## src/rtl/gf8_reduce_acc.sv

```systemverilog
// gf8_reduce_acc: reduces 15-bit carry-less products mod POLY and XOR-accumulates them into framed GF(2^8) sums
// Ports: clk, rst_n (async, active-low); in_valid/in_ready with prod_hi/prod_lo/in_first/in_last;
//        out_valid/out_ready with out_data/out_count; seq_err pulses when a frame restarts mid-accumulation.
module gf8_reduce_acc #(
  parameter logic [7:0] POLY  = 8'h1B,
  parameter int         CNT_W = 8
) (
  input  logic             clk,
  input  logic             rst_n,
  input  logic             in_valid,
  output logic             in_ready,
  input  logic [6:0]       prod_lo,
  input  logic [7:0]       prod_hi,
  input  logic             in_first,
  input  logic             in_last,
  output logic             out_valid,
  input  logic             out_ready,
  output logic [7:0]       out_data,
  output logic [CNT_W-1:0] out_count,
  output logic             seq_err
);
  logic             s1_valid, s1_first, s1_last, s1_take;
  logic [14:0]      s1_prod, red_w;
  logic [7:0]       acc, acc_n, red;
  logic [CNT_W-1:0] cnt, cnt_b, cnt_n;
  // A last term can only leave stage 1 if the output register is free or being drained.
  assign s1_take  = s1_valid && !(s1_last && out_valid && !out_ready);
  // rst_n gates in_ready so nothing is accepted while reset is held.
  assign in_ready = rst_n && (!s1_valid || s1_take);
  // Fold x^14..x^8 down from the top so each step's spill is caught by a later step.
  always_comb begin
    red_w = s1_prod;
    for (int i = 14; i >= 8; i--)
      if (red_w[i]) red_w = red_w ^ (15'(POLY) << (i - 8)) ^ (15'd1 << i);
    red = red_w[7:0];
  end
  always_comb begin
    acc_n = (s1_first ? 8'd0 : acc) ^ red;
    cnt_b = s1_first ? '0 : cnt;
    cnt_n = &cnt_b ? cnt_b : cnt_b + 1'b1;
  end
  always_ff @(posedge clk or negedge rst_n) begin
    if (!rst_n) begin
      s1_valid  <= 1'b0;
      s1_prod   <= '0;
      s1_first  <= 1'b0;
      s1_last   <= 1'b0;
      acc       <= '0;
      cnt       <= '0;
      out_valid <= 1'b0;
      out_data  <= '0;
      out_count <= '0;
      seq_err   <= 1'b0;
    end else begin
      if (in_valid && in_ready) begin
        s1_valid <= 1'b1;
        s1_prod  <= {prod_hi, prod_lo};
        s1_first <= in_first;
        s1_last  <= in_last;
      end else if (s1_take) begin
        s1_valid <= 1'b0;
      end
      seq_err <= s1_take && s1_first && (cnt != '0);
      if (s1_take && s1_last) begin
        out_data  <= acc_n;
        out_count <= cnt_n;
        acc       <= '0;
        cnt       <= '0;
      end else if (s1_take) begin
        acc <= acc_n;
        cnt <= cnt_n;
      end
      if (s1_take && s1_last) out_valid <= 1'b1;
      else if (out_ready) out_valid <= 1'b0;
    end
  end
endmodule

```

## config.mk

```make
export PLATFORM = sky130hd
export DESIGN_NAME = gf8_reduce_acc
export DESIGN_NICKNAME = d
export VERILOG_FILES = /design/src/rtl/gf8_reduce_acc.sv
export SDC_FILE = /design/constraint.sdc
export NUM_CORES = 1
export LEC_CHECK = 0
export BUFFER_PORTS_ARGS = -buffer_cell sky130_fd_sc_hd__clkbuf_2
export CAP_MARGIN = 0
export CORE_UTILIZATION = 45
export CTS_CLUSTER_SIZE = 28
export DETAILED_ROUTE_END_ITERATION = 6
export HOLD_SLACK_MARGIN = 0.03
export PLACE_DENSITY = 0.63
export SYNTH_ARGS = -nofsm -noshare
export SYNTH_HDL_FRONTEND = slang
export SYNTH_SLANG_ARGS = --single-unit
```

## constraint.sdc

```tcl
create_clock -name clk -period 5 [get_ports clk]
set_input_delay 0 -clock clk [delete_from_list [all_inputs] [get_ports clk]]
set_output_delay 0 -clock clk [all_outputs]
set_load 0.1 [all_outputs]
```

# == Word level (Yosys, flattened, before mapping) ==
# Index checks and enable logic that the tools add are counted.
# totals
ff_bits,52
latchBits,0
ramBits,0
rom_bits,0
inputBits,21
out_inout_bits,19
memories,0
# classes
n_addsub,1
mul,0
div,0
magnitude_cmp,0
eq_ne,0
shifts,0
mux,18
bitwise,8
n_reduce_logical,17
# op_table
cell,n
$mux 8,8
$not 4->4,7
$mux 11,1
$mux 10,1
$mux 9,1
$add 8x1->8 const B,1
$logic_and 1x1->1,8
$reduce_and 8->1,1
$reduce_bool 8->1,1
$xor 8x8->8,1
$mux 7,1
$mux 6,1
$reduce_bool 2->1,3
$mux 5,1
$mux 1,4
$logic_not 1->1,3
$logic_or 1x1->1,1

# == Logic depth before layout (Yosys ltp) ==
# logic_depth
depth_word,17
mapped_depth,6
mapped_depth_nobuf,4

# == Least setup slack after synthesis ==
# Ideal clock, no wire load.
# synth_timing
path_type,reg-to-reg
start,register out_valid
end,register s1_first
arrival_time_ns,2.034
required_time_ns,4.875
setup_slack_ns,2.841
path_stages_with_launch,6
synth_period_minus_slack_ns,2.159
cell_sequence,dfrtp_1 nor2b_1 nand3_1 nand3_2 buf_2 mux2_2
# synth_via
elab_chain_cells,7
# synth_rtl
element,line_no,source
"start, declared",16,"output logic out_valid,"
"start signal, assigned",50,out_valid <= 1'b0;
"start signal, assigned",73,if (s1_take && s1_last) out_valid <= 1'b1;
"start signal, assigned",74,else if (out_ready) out_valid <= 1'b0;
$logic_and 1x1->1 (2 in series),27,assign s1_take = s1_valid && !(s1_last && out_valid && !out_ready);
$logic_not 1->1,27,
$logic_and 1x1->1,27,
$logic_or 1x1->1,29,assign in_ready = rst_n && (!s1_valid || s1_take);
$logic_and 1x1->1,29,
$logic_and 1x1->1,55,if (in_valid && in_ready) begin
"end signal, assigned",58,s1_first <= in_first;
"end, declared",22,"logic s1_valid, s1_first, s1_last, s1_take;"
# No other way between the ends.
# A chain may end at the register's enable or synchronous reset.

# == Final worst setup path ==
# layout_timing
start,register s1_last
end,register acc[2]
# layout_via
elab_chain_cells,6
word_cells_on_any_way,7
classes_between,1 x mux; 6 x reduce/logical
# layout_rtl
element,line_no,source
"start, declared",22,
"start signal, assigned",59,s1_last <= in_last;
$logic_and 1x1->1 (2 in series),27,
$logic_not 1->1,27,
$logic_and 1x1->1,27,
$logic_and 1x1->1,64,if (s1_take && s1_last) begin
$mux 8 or $reduce_bool 2->1 (tied branches),-,
"end signal, assigned",70,acc <= acc_n;
"end, declared",24,"logic [7:0] acc, acc_n, red;"
# Parallel ways exist; a longest one is shown, timed or not.

==> results.toml <==
[worst_hold_path]
whs_path_depth = 4
hold_path_end = "s1_valid$_DFFE_PN0P_"
hp-start = "out_ready"
min_path_type = "in -> reg"

[run]
maxCapViolCount = 0

[place]
dp_cells = 337
port_buffers = 39
hpwlAfterDp_mm = 3.501
globalplace.congestion = 0.8031

[clock_tree]
cts_max_path_buffers = 2
cts-root-buf = "clkbuf_8"
worst_skew_pair.late_latency_ns = 0.31
htreeDepth = 2
cts_buffers = 5
cts_sinks = 52
clk_pin_slew_ns = 0.09
tritoncts = "yes"

[logic_synthesis]
synth_cells = 239
synth_top_cell_area_share_pct = 48.92
ys_types = 50
async_flop_share_pct = 100.0
yosysSeqAreaShare_pct = 48.92
synth_edf_count = 0
ys.flop_type = "dfrtp_1"
syn-num-nets = 260
synth_seq_cells = 52
yosys_warnings = 0
syn_area_um2 = 2660
yosys-top-cells-area = "dfrtp_1 (49%), mux2_2 (9.3%), xnor2_1 (6.9%)"
yosys.area.top_type = "dfrtp_1"
avgSynthCellArea_um2 = 11.13

[power]
swShare_pct = 46.80
p_leak_nw = 1.391
p_per_area_nw_per_um2 = 561.7
p_seq_share_pct = 35.6
combPwrFrac_pct = 47.3
p_sw_uw = 839.0
clkPwrFrac_pct = 17.0
p_int_uw = 953.7
worst_ir_drop_vdd_uv = 388.2

[timing]
grt_setup_unrepaired = "no"
fin_crit_sh_pct = 45.11
drv_slew = 0
setup_tns_ns = 0
tightestPinTransition_ns = 0.9868
slew_headroom_pct = 33.77
hold_slack_ns = 0.05058
finalSetupViolations = 0
clock.fmax_ghz = 0.4433
finalHoldViolCount = 0
finClkSkew_ns = 0.005755
period_minus_slack_ns = 2.256

[global_routing]
grt_usage_pct = 19.42
gr-total-overflow = 0
grt_pass1_vias = 1916
grt_pass1_wl_mm = 9.287
grt_max_degree = 55
antenna_found_initial = 0

[setup_path]
slowest_delay_ns = 0.82
endpoint_kind = "flop"
crit_path_start = "s1_last$_DFFE_PN0P_"
regToRegStartpoint = "s1_last$_DFFE_PN0P_"
rr_worst_depth = 4
r2r_setup_slack_ns = 2.74
cp_slowest_cell = "o21ai_1"
start_kind = "flop"
cp.required_ns = 5.20
arrival_ns = 2.45
r2r_end = "acc[2]$_DFFE_PN0P_"
crit_type = "reg -> reg"
cp_max_fo = 18
cp_cell_sequence = "inv_1 -> o21ai_1 -> nor2_1 -> a22o_1"

[floorplan]
initial_core_util_pct = 47.43
dieArea_um2 = 6223
dieHeight_um = 78.89
core_region_area_um2 = 5608
top_level_ports = 40
rows = 27
die_w_um = 78.89

[final_layout]
syn_to_final_growth_pct = 19.99
final_common_cell = "dfrtp_1"
antenna_cells = 0
nets = 311
drive_gt1_share_pct = 27.15
fin_cells = 363
final_cell_mix = "dfrtp_1 (52), clkbuf_2 (39), mux2_2 (22)"
fillerInstances = 511

[drt]
dr.pass1.iters = 6
wl_per_cell_um = 14.67
ant_nets = 0
wirelength_mm = 5.326
drc_errors = 0
viasPerCell = 5.377
drtIter0Drc = 115
via_count = 1952

[status]
status = "completed"
[synthesized netlist by cell type, types with 4 or more instances]
library cell / instances
xnor2_1: 21
nand2_1: 21
inv_1: 5
nor2b_1: 8
o31ai_1: 5
a22o_1: 5
o21ai_0: 11
a21oi_1: 9
clkbuf_1: 6
nor2_1: 9
dfrtp_1: 52
buf_2: 4
clkbuf_2: 4
mux2_2: 22
[worst max path at each step]
stage	end	slack, ns	depth (start not counted)
after floorplan	s1_first$_DFFE_PN0P_	2.84	5
after global placement	acc[6]$_DFFE_PN0P_	2.86	4
after detailed placement	acc[6]$_DFFE_PN0P_	2.75	4
after CTS	acc[2]$_DFFE_PN0P_	2.75	4
after global routing	acc[0]$_DFFE_PN0P_	2.48	4
final	acc[2]$_DFFE_PN0P_	2.74	4
[metal layers]
layer	vias to the layer above	global-route usage (%)	routed length, µm	part of all wire (%)
met5	-	0	0	0
met4	0	7.091	82	1.5
met3	8	3.103	250	4.7
met2	59	29.83	2353	44
met1	932	27.75	2640	50
li1	953	-	-	-
[what timing repair did]
action	4_1_cts	5_1_grt
hold buffers	18	0
endpoints found under the setup margin	0	0
hold endpoints to repair	69	0
setup buffers	0	0
gates resized for setup	0	0
[power groups by stage]
stage / clock network, mW / logic (mW) / registers [mW]
2_1_floorplan: 0 / 0.366 / 0.972
3_3_place_gp: 0 / 0.835 / 0.644
3_5_place_dp: 0 / 0.839 / 0.646
4_1_cts: 0.315 / 0.853 / 0.637
5_1_grt: 0.329 / 0.905 / 0.657
6_report: 0.305 / 0.849 / 0.639
[registers in the layout, summed over array words and instances (netlist names)]
name / count
s1_last: 1
acc: 8
out_count: 8
out_data: 8
s1_valid: 1
s1_prod: 15
seq_err: 1
out_valid: 1
cnt: 8
s1_first: 1
[stage by stage]
stage                     power (mW)  setup WS [ns]  utilization, %  cell area, µm²
after global routing           1.892          2.484           56.92            3192
after CTS                      1.806          2.745           56.92            3192
after floorplan                1.337          2.841               -            2660
final                          1.793          2.744           56.92            3192
after global placement         1.479          2.862           51.54            2890
after detailed placement       1.485          2.754           51.54            2890
[cell families after synthesis]
logic type	share of synthesized area [%]
flops	48.92
buf+inv	3.057
compound gates	12.28
xor+xnor	12.14
simple gates	13.92
mux	9.690
[worst max-delay path, delay by kind of cell (launching register included)]
| family | cells | cell delay (ns) |
|---|---|---|
| AND/OR/NAND/NOR | 1 | 0.20 |
| flip-flops | 1 | 0.68 |
| buffers and inverters | 1 | 0.19 |
| AO/OA/AOI/OAI | 2 | 1.08 |
[final cells by class]
type | count | area, µm² | share of cell area (%)
Multi-Input combinational cell | 168 | 1277 | 40.02
Inverter | 5 | 18.77 | 0.5880
Clock buffer | 6 | 82.58 | 2.587
Tap cell | 72 | 90.09 | 2.822
Clock inverter | 2 | 38.79 | 1.215
Timing Repair Buffer | 58 | 382.9 | 12.00
Sequential cell | 52 | 1301 | 40.77
(Power assumes the default switching activity.)
